--- config.mk ---
export PLATFORM = sky130hd
export DESIGN_NAME = match_bits_pipe
export DESIGN_NICKNAME = d
export VERILOG_FILES = /design/src/rtl/match_bits_pipe.sv
export SDC_FILE = /design/constraint.sdc
export NUM_CORES = 1
export LEC_CHECK = 0
export BUFFER_PORTS_ARGS = -buffer_cell sky130_fd_sc_hd__buf_2
export CAP_MARGIN = 20
export CORE_MARGIN = 8
export CORE_UTILIZATION = 33
export DETAILED_ROUTE_END_ITERATION = 16
export PLACE_DENSITY = 0.51
export SETUP_SLACK_MARGIN = 0.1
export SYNTH_ARGS = -nofsm -noshare
export SYNTH_HDL_FRONTEND = slang
export SYNTH_SLANG_ARGS = --single-unit
--- constraint.sdc ---
create_clock -name clk -period 4.91 [get_ports clk]
set_input_delay 0.491 -clock clk [delete_from_list [all_inputs] [get_ports clk]]
set_output_delay 0.491 -clock clk [all_outputs]
set_load 0.02 [all_outputs]
--- src/rtl/match_bits_pipe.sv ---
// match_bits_pipe
//   Two-stage pipelined bitwise equality comparator for WIDTH-bit words.
//   Stage 1 registers the per-bit XNOR of a/b.
//   Stage 2 registers the match vector, its popcount and a full-match flag.
//   A saturating counter tallies words that did not fully match.
//
// Optional feature (macro MATCH_BITS_ERR_CAPTURE_EN):
//   The operands travel down the pipeline. The first mismatching word after
//   reset or clr is latched into err_a/err_b and err_valid is set (sticky).
//
// Ports
//   clk           in   rising-edge clock
//   rst           in   asynchronous reset, active-high
//   in_valid      in   a/b valid this cycle
//   a, b          in   operands, WIDTH bits
//   clr           in   synchronous clear of counter/flags (pipeline untouched)
//   out_valid     out  match/match_cnt/full_match valid (one cycle per word)
//   match         out  ~(a ^ b) of the sampled pair
//   match_cnt     out  number of set bits in match, PC_W bits
//   full_match    out  match is all ones
//   mismatch_cnt  out  saturating count of valid words with full_match == 0
//   mismatch_sat  out  sticky: mismatch_cnt reached all ones
//   err_valid     out  (feature only) a mismatching word has been captured
//   err_a, err_b  out  (feature only) operands of the captured word
module match_bits_pipe #(
    parameter int WIDTH = 8,
    parameter int CNT_W = 16,
    localparam int PC_W = $clog2(WIDTH + 1)
) (
    input  logic             clk,
    input  logic             rst,
    input  logic             in_valid,
    input  logic [WIDTH-1:0] a,
    input  logic [WIDTH-1:0] b,
    input  logic             clr,
    output logic             out_valid,
    output logic [WIDTH-1:0] match,
    output logic [PC_W-1:0]  match_cnt,
    output logic             full_match,
    output logic [CNT_W-1:0] mismatch_cnt,
`ifdef MATCH_BITS_ERR_CAPTURE_EN
    output logic             mismatch_sat,
    output logic             err_valid,
    output logic [WIDTH-1:0] err_a,
    output logic [WIDTH-1:0] err_b
`else
    output logic             mismatch_sat
`endif
);

    logic             v1;
    logic [WIDTH-1:0] m1;
    logic [PC_W-1:0]  pc1;
    logic [CNT_W-1:0] cnt_next;
    logic             bad_word;

    // Stage 1: m1 holds its value while no word is presented.
    always_ff @(posedge clk or posedge rst) begin
        if (rst) begin
            v1 <= 1'b0;
            m1 <= '0;
        end else begin
            v1 <= in_valid;
            if (in_valid) m1 <= ~(a ^ b);
        end
    end

    always_comb begin
        pc1 = '0;
        for (int unsigned i = 0; i < WIDTH; i++) begin
            pc1 = pc1 + PC_W'(m1[i]);
        end
    end

    // Stage 2: data outputs only move on a valid word, so they hold otherwise.
    always_ff @(posedge clk or posedge rst) begin
        if (rst) begin
            out_valid  <= 1'b0;
            match      <= '0;
            match_cnt  <= '0;
            full_match <= 1'b0;
        end else begin
            out_valid <= v1;
            if (v1) begin
                match      <= m1;
                match_cnt  <= pc1;
                full_match <= (m1 == {WIDTH{1'b1}});
            end
        end
    end

    // The counter looks at the registered stage-2 word, so it lags out_valid
    // by one cycle.
    assign bad_word = out_valid && !full_match;

    always_comb begin
        cnt_next = mismatch_cnt;
        if (bad_word && (mismatch_cnt != {CNT_W{1'b1}})) begin
            cnt_next = mismatch_cnt + CNT_W'(1);
        end
    end

    always_ff @(posedge clk or posedge rst) begin
        if (rst) begin
            mismatch_cnt <= '0;
            mismatch_sat <= 1'b0;
        end else if (clr) begin
            mismatch_cnt <= '0;
            mismatch_sat <= 1'b0;
        end else begin
            mismatch_cnt <= cnt_next;
            if (&cnt_next) mismatch_sat <= 1'b1;
        end
    end

`ifdef MATCH_BITS_ERR_CAPTURE_EN
    logic [WIDTH-1:0] a1, b1, a2, b2;

    always_ff @(posedge clk or posedge rst) begin
        if (rst) begin
            a1 <= '0;
            b1 <= '0;
            a2 <= '0;
            b2 <= '0;
        end else begin
            if (in_valid) begin
                a1 <= a;
                b1 <= b;
            end
            if (v1) begin
                a2 <= a1;
                b2 <= b1;
            end
        end
    end

    always_ff @(posedge clk or posedge rst) begin
        if (rst) begin
            err_valid <= 1'b0;
            err_a     <= '0;
            err_b     <= '0;
        end else if (clr) begin
            err_valid <= 1'b0;
            err_a     <= '0;
            err_b     <= '0;
        end else if (bad_word && !err_valid) begin
            err_valid <= 1'b1;
            err_a     <= a2;
            err_b     <= b2;
        end
    end
`endif

endmodule

After elaboration in Yosys (flattened, before gate mapping)
Cells that the tools add are included.
{"block": "totals", "elab_cells": 29, "ff_bits": 40}
{"block": "classes", "add_sub_neg": 8, "reduce_logical": 5, "bitwise": 2, "n_mux": 4, "n_eq_ne": 2}
{"op": "$mux 16", "count": 2}
{"op": "$add 16x1->16 const B", "count": 1}
{"op": "$add 4x1->4", "count": 4}
{"op": "$ne 16x16->1 const B", "count": 1}
{"op": "$reduce_and 16->1", "count": 1}
{"op": "$eq 8x8->1 const B", "count": 1}
{"op": "$not 8->8", "count": 1}
{"op": "$xor 8x8->8", "count": 1}
{"op": "$add 3x1->4", "count": 1}
{"op": "$add 2x1->3", "count": 1}
{"op": "$add 1x1->2", "count": 1}
{"op": "$logic_and 1x1->1", "count": 2}
{"op": "$mux 1", "count": 2}
{"op": "$reduce_bool 2->1", "count": 1}
{"op": "$logic_not 1->1", "count": 1}

Logic depth before layout (Yosys ltp)
Gate-level depths: netlist of run 1.
{"block": "depth", "depth_word": 7, "mapped_depth": 10, "mapped_depth_nobuf": 10}

Least setup slack after synthesis of run 1
OpenSTA, ideal clock, no wires.
{"block": "synth_timing", "path_kind": "register to register", "from": "reg m1[0]", "to": "reg match_cnt[2]", "path_stages_with_launch": 11, "arrival_time_ps": 2836, "setup_ps": 125, "path_buffers": 0, "setup_slack_ps": 1949, "required_ps": 4785, "synth_period_minus_slack_ps": 2961, "cell_sequence": "dfrtp_1 fa_1 inv_1 fa_1 fa_1 inv_1 ha_1 inv_1 fa_1 xnor2_1 mux2_2"}
{"block": "synth_via", "elab_chain_cells": 7}
{"element": "start, declared", "line_no": "52", "source": "logic [WIDTH-1:0] m1;"}
{"element": "start signal, assigned", "line_no": "64", "source": "if (in_valid) m1 <= ~(a ^ b);"}
{"element": "$add 1x1->2", "line_no": "71", "source": "pc1 = pc1 + PC_W'(m1[i]);"}
{"element": "$add 2x1->3", "line_no": "71"}
{"element": "$add 3x1->4", "line_no": "71"}
{"element": "$add 4x1->4 (4 in a row)", "line_no": "71"}
{"element": "end signal, assigned", "line_no": "86", "source": "match_cnt <= pc1;"}
{"element": "end, declared", "line_no": "38", "source": "output logic [PC_W-1:0] match_cnt,"}
Every way passes these cells.
A chain may end at the register's enable or synchronous reset.

Final worst setup path of run 1
Same ends and word-level chain as after synthesis.

==> results of run 1 <==
[placed cells by master (no fill, tap or decap), drive strengths merged, types with 2 or more instances in the layout]
cell and n:
clkbuf 6, xor2 5, nand2 18, nor2b 2, xnor2 15, ha 5, dfrtp 40, or4 2
nand4b 2, and4 2, o211ai 2, a21oi 10, nor3 5, buf 51, o21ai 7, nor4 6
o22ai 3, nand3 6, inv 15, mux2i 2, nor2 16, fa 4, nand4 6, mux2 14
nand2b 3, or3 2
[Yosys cell counts (all sizes together) (2+ instances only)]
master | n | area [µm²]
dfrtp | 40 | 1001
nand2 | 18 | 67.56
nor2 | 16 | 60.06
inv | 15 | 56.30
xnor2 | 15 | 131.4
mux2 | 14 | 157.7
a21oi | 10 | 53.80
o21ai | 7 | 35.03
clkbuf | 6 | 22.52
nand3 | 6 | 35.03
nand4 | 6 | 43.79
nor4 | 6 | 52.55
ha | 5 | 62.56
nor3 | 5 | 25.02
xor2 | 5 | 43.79
fa | 4 | 80.08
buf | 3 | 12.51
nand2b | 3 | 18.77
o22ai | 3 | 18.77
and4 | 2 | 18.77
mux2i | 2 | 20.02
nand4b | 2 | 17.52
nor2b | 2 | 12.51
o211ai | 2 | 15.01
or3 | 2 | 12.51
or4 | 2 | 18.77
[state kept, by name, indices dropped and copies added, names as in the netlist]
signal	flops
match_cnt	4
full_match	1
m1	8
match	8
mismatch_cnt	16
mismatch_sat	1
out_valid	1
v1	1
[per-stage QoR]
step | setup slack [ns] | area (µm²) | utilization
3_5_place_dp | 1.835 | 2500 | 0.3915
4_1_cts | 1.821 | 2621 | 0.4105
2_1_floorplan | 1.949 | 2181 | -
3_3_place_gp | 1.905 | 2500 | 0.3915
6_report | 1.851 | 2621 | 0.4105
5_1_grt | 1.692 | 2621 | 0.4105
[logic make-up (layout without fill, tap and decap cells)]
family,after synthesis,after routing,synth area share
and+or+nand+nor,74,74,0.1893
buffers and inverters,24,74,0.04188
adders and majority gates,9,9,0.06541
DFF,40,40,0.4590
xor gates and xnor gates,20,20,0.08032
muxes,16,16,0.08147
AOI/OAI and AO/OA,29,29,0.08262
[power groups by stage]
stage                     Sequential [µW]  Combinational [µW]  Clock (µW)
after floorplan                       432                 130           0
after global placement                406                 228           0
after detailed placement              405                 236           0
after CTS                             399                 238         300
after global routing                  404                 261         313
final                                 397                 230         286
[per-layer routing]
metal	routed length [µm]	part of all wire	vias to the layer above
li1	-	-	837
met1	2274	0.45	832
met2	2484	0.49	46
met4	40	0.0078	0
met5	0	0	-
met3	297	0.058	5
[critical path, cell delays in order, from the launching register on]
cell and delay [ns]:
sky130_fd_sc_hd__dfrtp_1 0.43, sky130_fd_sc_hd__fa_1 0.54, sky130_fd_sc_hd__inv_1 0.05, sky130_fd_sc_hd__fa_1 0.50, sky130_fd_sc_hd__fa_1 0.40, sky130_fd_sc_hd__inv_1 0.06, sky130_fd_sc_hd__ha_1 0.16, sky130_fd_sc_hd__inv_1 0.06
sky130_fd_sc_hd__fa_1 0.37, sky130_fd_sc_hd__xnor2_1 0.13, sky130_fd_sc_hd__mux2_2 0.25
[worst paths after layout]
| path | from | endpoint | slack, ns | cells past startpoint |
|---|---|---|---|---|
| worst min register to register | match[7] | match[7] | 0.51 | 1 |
| worst min-delay path | rst | match_cnt[1] | 0.31 | 3 |
| max in group asynchronous | rst | mismatch_cnt[12] | 4.24 | 3 |
| min in group clk | in_valid | v1 | 0.44 | 1 |
| worst max-delay path | m1[0] | match_cnt[2] | 1.85 | 10 |
| worst max register to register | m1[0] | match_cnt[2] | 1.85 | 10 |
[cell type report]
class | count | area share
Clock buffer | 6 | 0.03150
Clock inverter | 2 | 0.01480
Inverter | 15 | 0.02148
Multi-Input combinational cell | 148 | 0.4153
Sequential cell | 40 | 0.3819
Tap cell | 77 | 0.03675
Timing Repair Buffer | 51 | 0.09833
==> impl_metrics.py, run 1 <==
metrics = {
    "power_and_ir_drop": {
        "clock_power_share": 0.313,
        "vdd.ir_drop.worst_v": 0.0001844,
        "power.switching_fraction": 0.3042,
        "final_power_uw": 913.8,
        "p_comb_frac": 0.252,
        "power_density_over_the_cells_nw_per_um2": 348.6,
        "static-leakage-power_uw": 0.001190,
        "power.net_switching_uw": 278.0,
        "cell_internal_pwr_uw": 635.8,
        "power.share.sequential": 0.435,
    },
    "timing": {
        "min_period_ns": 3.059,
        "setup_repair_after_global_routing_missed_its_margin": "no",
        "timing_worst_slew_pin_value_ns": 0.6519,
        "setup_violations": 0,
        "share_of_the_clock_period_used_by_the_worst_path": 0.6231,
        "slew_viol_final": 0,
        "hold_violations": 0,
        "clock.fmax_mhz": 326.9,
        "final.setup_skew_ns": 0.003232,
        "max_slew_margin": 0.5654,
        "timing.setup.tns_ns": 0,
        "final_layout_worst_hold_slack_ns": 0.3068,
    },
    "placed_design": {
        "dp_hpwl_um": 3824,
        "gp_congestion": 0.7891,
        "placed_cells": 331,
        "place.port_buffers": 50,
    },
    "setup_path": {
        "worst-endpoint-required_ns": 5.10,
        "maximum_fanout_along_the_worst_path": 4,
        "critPathArrivalTime_ns": 3.25,
        "critical_path.endpoint_type": "flop",
        "criticalPathCategory": "flop to flop",
        "start_kind": "flop",
    },
    "yosys": {
        "synthesized_instance_count": 212,
        "synth_cell_type_count": 44,
        "synthesis_stage_register_bit_count": 40,
        "post_synth.cell_area_avg_um2": 10.29,
        "synth_fp_nets": 241,
        "yosys_warnings": 0,
        "ys_seq_area_frac": 0.4590,
        "synth-async-reset-ratio": 1.000,
        "ys.flop_type": "sky130_fd_sc_hd__dfrtp_1",
        "synth-edff-count": 0,
        "post_synth_instance_area_um2": 2181,
    },
    "grt": {
        "grt_antenna_before_repair": 0,
        "first_global_vias": 1830,
        "grt_use_total": 0.1110,
        "grt_use_met3": 0.03343,
        "globalRouteOverflowTotal": 0,
        "grt_pass1_wl_um": 8873,
        "grt.busiest_layer": "met2",
        "global_route.usage.met1": 0.1334,
        "grt_use_met2": 0.1880,
        "grt_max_degree": 41,
    },
    "clocking": {
        "clkTransAtPathRegs_ns": 0.08,
        "tritoncts": "built",
        "post_cts_resize_count": 0,
        "clock_latency_of_the_later_clocked_register_in_the_worst_skew_pair_ns": 0.29,
        "postCtsHoldBufs": 0,
        "clk_root_buffer_cell": "sky130_fd_sc_hd__clkbuf_8",
        "cts.sinks": 40,
        "clock_tree.buffer_depth": 2,
        "cts_inserted_buffers": 5,
        "h-tree-depth": 2,
        "cts_setup_buffers": 0,
    },
    "floorplan": {
        "floorplan.io_pins": 51,
        "die_width_um": 97.30,
        "die_h_um": 97.30,
        "starting_density": 0.3415,
        "fp-row-count": 29,
        "dieArea_um2": 9466,
        "floorplan.core_area_um2": 6386,
    },
    "drt": {
        "vias_per_cell": 5.074,
        "detailedRoute.firstIterationViolations": 43,
        "via_count": 1720,
        "drt_pre_antenna_iters": 4,
        "postRouteWirelength_um": 5096,
        "routed_length_per_instance_um": 15.03,
        "drc": 0,
        "postRouteAntennaNets": 0,
    },
    "layout": {
        "final-instance-count-excl-fill": 339,
        "multi_input_comb_area_um2": 1089,
        "seq_area_um2": 1001,
        "final_layout_size_suffix_gt1_frac": 0.3053,
        "antenna_cells": 0,
        "fill_cells": 667,
        "final_layout_net_count": 290,
        "layout-area-overhead-vs-synth_pct": 20.19,
    },
    "run_status": {
        "run_status": "finished clean",
    },
    "job": {
        "drv_cap": 0,
    },
    "min_path": {
        "timing.hold.worst.class": "input port to asynchronous set/reset pin",
    },
}
No activity file was read; power rests on OpenSTA's default activity.
==> run 2, diff against run 1 <==
Settings changed: ABC_AREA from default to 1.
Clock period 4.91 ns to 3.2 ns, I/O delays scaled along.
==> run 2 against run 1 <==
  * Worst setup slack worse by 1.6 ns
  * Power is 45% higher
  * Highest routed layer unchanged
  * Largest power group unchanged
  * Global-route usage up 1.4 points
  * Final cell count is 35% higher
  * Clock power increased by 45%
  * Synthesized cell count grew 44%
  * Sequential power increased by 51%
  * Routed wire length grew 12%
==> impl_metrics.py, run 2 <==
metrics = {
    "floorplan": {
        "fp-row-count": 30,
        "floorplan.io_pins": 51,
        "floorplan.core_area_um2": 6794,
        "die_width_um": 99.87,
        "die_h_um": 99.87,
        "dieArea_um2": 9973,
        "starting_density": 0.3416,
    },
    "layout": {
        "largest-register": "mismatch_cnt",
        "layout-area-overhead-vs-synth_pct": 21.67,
        "largest_reg_flops": 16,
        "final_cell_mix": "106 x sky130_fd_sc_hd__nand2_1, 50 x sky130_fd_sc_hd__buf_2, 39 x sky130_fd_sc_hd__dfrtp_1",
        "final_layout_net_count": 389,
        "largest_regs": "mismatch_cnt (16), m1 (8), match (8)",
        "antenna_cells": 0,
        "final_common_cell": "sky130_fd_sc_hd__nand2_1",
        "final_layout_size_suffix_gt1_frac": 0.2355,
        "final-instance-count-excl-fill": 457,
    },
    "drt": {
        "via_count": 2010,
        "postRouteAntennaNets": 0,
        "drt_pre_antenna_iters": 4,
        "detailedRoute.firstIterationViolations": 64,
        "drc": 0,
        "postRouteWirelength_um": 5708,
        "routed_length_per_instance_um": 12.49,
        "vias_per_cell": 4.398,
    },
    "setup_path": {
        "start_kind": "flop",
        "timing.critical_path.from": "m1[0]",
        "timing.critical_path.max_delay_family": "adder cells",
        "cp_slowest_stage_delay_ns": 0.53,
        "critical_path.cell_chain": "fa_1 > inv_1 > fa_1 > fa_1 > inv_1 > ha_1 > inv_1 > fa_1 > xor2_1 > o21ai_1",
        "critPathArrivalTime_ns": 3.15,
        "cp.buffers_inverters": 3,
        "worst-endpoint-required_ns": 3.41,
        "maximum_fanout_along_the_worst_path": 4,
        "rr_startpoint": "m1[0]",
        "crit_slowest_cell": "sky130_fd_sc_hd__fa_1",
        "critical_path.endpoint_type": "flop",
        "cpMostUsedCell": "sky130_fd_sc_hd__fa_1",
        "criticalPathCategory": "flop to flop",
    },
    "yosys": {
        "yosys_warnings": 0,
        "synth_cell_type_count": 23,
        "cell_type_with_the_highest_aggregate_area_in_the_netlist": "sky130_fd_sc_hd__dfrtp_1",
        "synthesis_stage_register_bit_count": 40,
        "synthesized_instance_count": 305,
        "synth-async-reset-ratio": 1.000,
        "ys.flop_type": "sky130_fd_sc_hd__dfrtp_1",
        "post_synth.cell_area_avg_um2": 7.610,
        "ys_seq_area_frac": 0.4313,
        "share_of_the_synthesized_area_in_the_top_cell_type": 0.4313,
        "synthMostInstantiatedCell": "sky130_fd_sc_hd__nand2_1",
        "synth_fp_nets": 334,
        "post_synth_instance_area_um2": 2321,
        "synth-edff-count": 0,
        "post_synth_main_area_contributors": "sky130_fd_sc_hd__dfrtp_1 43%, sky130_fd_sc_hd__nand2_1 17%, sky130_fd_sc_hd__nor2_1 6.1%",
        "ys_top_cells_by_count": "106 x sky130_fd_sc_hd__nand2_1, 40 x sky130_fd_sc_hd__dfrtp_1, 38 x sky130_fd_sc_hd__nor2_1",
    },
    "timing": {
        "timing.setup.tns_ns": 0,
        "hold_violations": 0,
        "timing_worst_slew_pin_value_ns": 0.4946,
        "final.setup_skew_ns": 0.008940,
        "slew_viol_final": 0,
        "share_of_the_clock_period_used_by_the_worst_path": 0.9193,
        "setup_repair_after_global_routing_missed_its_margin": "no",
        "clock.fmax_mhz": 339.9,
        "setup_violations": 0,
        "final_layout_worst_hold_slack_ns": 0.03571,
        "min_period_ns": 2.942,
        "max_slew_margin": 0.6699,
        "fin_ws_ns": 0.2582,
    },
    "clocking": {
        "clk_root_buffer_cell": "sky130_fd_sc_hd__clkbuf_8",
        "postCtsHoldBufs": 0,
        "cts_setup_buffers": 0,
        "clock_latency_of_the_later_clocked_register_in_the_worst_skew_pair_ns": 0.30,
        "h-tree-depth": 2,
        "tritoncts": "built",
        "clkTransAtPathRegs_ns": 0.08,
        "clock_tree.buffer_depth": 2,
        "cts.sinks": 40,
        "cts_inserted_buffers": 5,
    },
    "power_and_ir_drop": {
        "power.share.sequential": 0.452,
        "final_power_uw": 1327,
        "vdd.ir_drop.worst_v": 0.0001881,
        "clock_power_share": 0.312,
        "cell_internal_pwr_uw": 908.3,
        "power.switching_fraction": 0.3155,
        "p_comb_frac": 0.235,
        "power.net_switching_uw": 418.7,
        "power_density_over_the_cells_nw_per_um2": 469.9,
        "static-leakage-power_uw": 0.001449,
    },
    "job": {
        "drv_cap": 0,
    },
    "run_status": {
        "run_status": "finished clean",
    },
    "grt": {
        "grt_antenna_before_repair": 0,
        "grt_pass1_wl_um": 9970,
        "globalRouteOverflowTotal": 0,
        "grt_use_total": 0.1247,
        "grt_max_degree": 25,
        "first_global_vias": 2081,
    },
    "placed_design": {
        "gp_congestion": 0.7585,
        "dp_hpwl_um": 4519,
        "placed_cells": 448,
        "place_ws_ns": 0.2065,
        "place.port_buffers": 50,
    },
    "min_path": {
        "timing.hold.worst.class": "input port to asynchronous set/reset pin",
    },
}
[run 2: cell count changes after synthesis, moves of 5 or more]
cell,change
sky130_fd_sc_hd__mux2_2,-14
sky130_fd_sc_hd__inv_1,+16
sky130_fd_sc_hd__xnor2_1,-15
sky130_fd_sc_hd__nand3_1,+11
sky130_fd_sc_hd__o21ai_0,+9
sky130_fd_sc_hd__nor2_1,+22
sky130_fd_sc_hd__nor2_4,+7
sky130_fd_sc_hd__a21oi_1,-8
sky130_fd_sc_hd__nand2_1,+88
sky130_fd_sc_hd__inv_2,+5
sky130_fd_sc_hd__nor4_1,-5
[run 2: timing repair]
action | in CTS | in global routing
endpoints found under the hold margin | 0 | 0
resized for setup | 0 | 2
endpoints found under the setup margin | 0 | 1
[run 2: worst paths after layout]
check	to	slack, ns	cells after the start
setup / recovery	match_cnt[2]	0.26	10
hold / removal	mismatch_cnt[9]	0.04	2
setup reg to reg	match_cnt[2]	0.26	10
hold reg to reg	match[2]	0.47	2
max in group asynchronous	match_cnt[2]	2.49	4
min in group clk	v1	0.15	1
[run 2: kinds of logic after synthesis]
| family | count (synthesis) | share of synthesized area |
|---|---|---|
| AND/OR/NAND/NOR | 185 | 0.3580 |
| adder cells (fa/ha/maj) | 9 | 0.06146 |
| flip-flops | 40 | 0.4313 |
| buffers and inverters | 42 | 0.06792 |
| AO/OA/AOI/OAI | 20 | 0.04744 |
| XOR/XNOR | 9 | 0.03396 |
[run 2: metal layers]
metal | global-route usage | share of wire
met1 | 0.1472 | 0.44
met2 | 0.2155 | 0.50
met3 | 0.03183 | 0.047
met4 | 0.03842 | 0.012
met5 | 0 | 0
[run 2: stage by stage]
step | util | area [µm²]
2_1_floorplan | - | 2321
3_3_place_gp | 0.3956 | 2688
3_5_place_dp | 0.3956 | 2688
4_1_cts | 0.4114 | 2795
5_1_grt | 0.4157 | 2824
6_report | 0.4157 | 2824
[run 2: power by group through the flow]
stage	Sequential (µW)	Combinational [µW]	Clock, µW
after floorplan	650	163	0
after global placement	610	308	0
after detailed placement	611	315	0
after CTS	602	317	432
after global routing	609	362	449
final	600	312	414
[run 2: cell type report]
cell class | count | area, µm²
clock buffers | 6 | 72.57
clock inverters | 2 | 35.03
fillers | 711 | 3970
inverters | 37 | 138.9
multi-input cells | 223 | 1162
flip-flops and latches | 40 | 1002
well taps | 96 | 120.1
repair buffers | 53 | 292.8
==> run 3, diff against run 2 <==
Settings changed: BUFFER_PORTS_ARGS -buffer_cell sky130_fd_sc_hd__buf_2 to -buffer_cell sky130_fd_sc_hd__buf_4, HOLD_SLACK_MARGIN from default to 0.15.
==> run 3 against run 2 <==
  * Sequential share of layout area fell by 1.2 points
  * Worst setup slack gained 0.033 ns
  * Design area is 3.5% higher
  * First-iteration DRC count down 7.8%
  * Sequential cell count did not move
  * Worst hold slack gained 0.11 ns
  * Largest power group unchanged
  * Clock power barely moved
  * Critical path type unchanged
==> impl_metrics.py, run 3 (synthesis gave the netlist of run 2 again) <==
metrics = {
    "power_and_ir_drop": {
        "power_density_over_the_cells_nw_per_um2": 462.5,
        "vdd.ir_drop.worst_v": 0.0001885,
        "static-leakage-power_uw": 0.001460,
    },
    "clocking": {
        "cts.sinks": 40,
        "clock_latency_of_the_later_clocked_register_in_the_worst_skew_pair_ns": 0.30,
        "tritoncts": "built",
        "cts_inserted_buffers": 5,
        "h-tree-depth": 2,
        "clock_tree.buffer_depth": 2,
        "clk_root_buffer_cell": "sky130_fd_sc_hd__clkbuf_8",
        "clkTransAtPathRegs_ns": 0.09,
        "cts_setup_buffers": 0,
    },
    "placed_design": {
        "dp_hpwl_um": 4391,
        "gp_congestion": 0.7741,
        "place.port_buffers": 50,
        "placement.cell_area_um2": 2805,
        "placed_cells": 447,
    },
    "timing": {
        "hold_violations": 0,
        "clock.fmax_mhz": 343.8,
        "timing_worst_slew_pin_value_ns": 0.5426,
        "setup_repair_after_global_routing_missed_its_margin": "no",
        "min_period_ns": 2.908,
        "max_slew_margin": 0.6383,
        "setup_violations": 0,
        "slew_viol_final": 0,
        "share_of_the_clock_period_used_by_the_worst_path": 0.9089,
        "timing.setup.tns_ns": 0,
        "final.setup_skew_ns": 0.01032,
    },
    "run_status": {
        "run_status": "finished clean",
    },
    "floorplan": {
        "starting_density": 0.3416,
        "floorplan.core_area_um2": 6794,
        "floorplan.io_pins": 51,
        "dieArea_um2": 9973,
        "fp-row-count": 30,
        "die_width_um": 99.87,
        "die_h_um": 99.87,
    },
    "drt": {
        "drc": 0,
        "vias_per_cell": 4.351,
        "routed_length_per_instance_um": 12.36,
        "postRouteAntennaNets": 0,
        "drt_pre_antenna_iters": 4,
        "via_count": 1984,
        "postRouteWirelength_um": 5637,
        "detailedRoute.firstIterationViolations": 59,
    },
    "setup_path": {
        "cp_slowest_stage_delay_ns": 0.55,
        "maximum_fanout_along_the_worst_path": 4,
        "worst-endpoint-required_ns": 3.42,
        "timing.critical_path.max_delay_family": "adder cells",
        "start_kind": "flop",
        "cp.buffers_inverters": 3,
        "critPathArrivalTime_ns": 3.12,
        "critical_path.cell_chain": "fa_1 > inv_1 > fa_1 > fa_1 > inv_1 > ha_1 > inv_1 > fa_1 > xor2_1 > o21ai_1",
        "critical_path.endpoint_type": "flop",
        "crit_slowest_cell": "sky130_fd_sc_hd__fa_1",
        "cpMostUsedCell": "sky130_fd_sc_hd__fa_1",
        "criticalPathCategory": "flop to flop",
    },
    "layout": {
        "antenna_cells": 0,
        "largest_regs": "mismatch_cnt (16), m1 (8), match (8)",
        "final_common_cell": "sky130_fd_sc_hd__nand2_1",
        "final_layout_net_count": 388,
        "largest_reg_flops": 16,
        "final-instance-count-excl-fill": 456,
        "layout.core_utilization": 0.4302,
        "largest-register": "mismatch_cnt",
        "final_cell_mix": "106 x sky130_fd_sc_hd__nand2_1, 51 x sky130_fd_sc_hd__buf_4, 40 x sky130_fd_sc_hd__dfrtp_1",
        "layout.cell_area.non_filler_um2": 2923,
        "layout-area-overhead-vs-synth_pct": 25.93,
        "final_layout_size_suffix_gt1_frac": 0.2278,
    },
    "job": {
        "drv_cap": 0,
    },
    "grt": {
        "grt_pass1_wl_um": 9632,
        "grt_antenna_before_repair": 0,
        "grt_use_total": 0.1213,
        "grt_max_degree": 41,
        "globalRouteOverflowTotal": 0,
        "first_global_vias": 2034,
    },
    "min_path": {
        "timing.hold.worst.class": "input port to asynchronous set/reset pin",
    },
}
-- run 3: power by group --
part	leakage (µW)	switching [µW]	internal [µW]
Combinational	0.000887	189	143
Sequential	0.000518	45.9	558
Clock	0.0000552	185	232
-- run 3: through the flow --
stage / total power [µW] / hold WS (ns) / setup slack, ns
floorplan: 813.5 / 0.3514 / 0.3910
global placement: 949.2 / 0.4421 / 0.2953
detailed placement: 953.1 / 0.4422 / 0.2521
CTS: 1380 / 0.1717 / 0.2319
global route: 1430 / 0.2120 / 0.1015
finish: 1352 / 0.1490 / 0.2916
-- run 3: path summary, 6_finish.rpt --
path,startpoint,endpoint,slack (ns),depth (start not counted)
max,m1[0],match_cnt[2],0.29,10
min,rst,mismatch_cnt[9],0.15,3
max reg2reg,m1[0],match_cnt[2],0.29,10
min reg2reg,match_cnt[0],match_cnt[0],0.48,2
max in group asynchronous,rst,mismatch_cnt[11],2.66,3
min in group clk,a[6],m1[6],0.31,3
-- run 3: repair_timing --
action	in CTS	in global routing
hold buffers	1	0
gates resized for setup	0	1
hold endpoints to repair	1	0
setup endpoints to repair	0	1
-- run 3: per-layer routing --
| layer | global-route usage | up-vias | share of wire |
|---|---|---|---|
| li1 | - | 1049 | - |
| met1 | 0.1405 | 886 | 0.45 |
| met2 | 0.2104 | 42 | 0.49 |
| met3 | 0.03114 | 7 | 0.052 |
| met4 | 0.04307 | 0 | 0.013 |
| met5 | 0 | - | 0 |
-- run 3: layout make-up --
type                            instances  area, µm²
Tap cell                               96      120.1
Clock buffer                            6      72.57
Fill cell                             714       3871
Inverter                               37      138.9
Timing Repair Buffer                   52      392.9
Clock inverter                          2      35.03
Sequential cell                        40       1001
Multi-Input combinational cell        223       1162
-- run 3: worst reg2reg max path, stage by stage, from the launching register on --
cell and delay (ns):
sky130_fd_sc_hd__dfrtp_1 0.43, sky130_fd_sc_hd__fa_1 0.55, sky130_fd_sc_hd__inv_1 0.05, sky130_fd_sc_hd__fa_1 0.49
sky130_fd_sc_hd__fa_1 0.40, sky130_fd_sc_hd__inv_1 0.07, sky130_fd_sc_hd__ha_1 0.16, sky130_fd_sc_hd__inv_1 0.05
sky130_fd_sc_hd__fa_1 0.37, sky130_fd_sc_hd__xor2_1 0.15, sky130_fd_sc_hd__o21ai_1 0.10
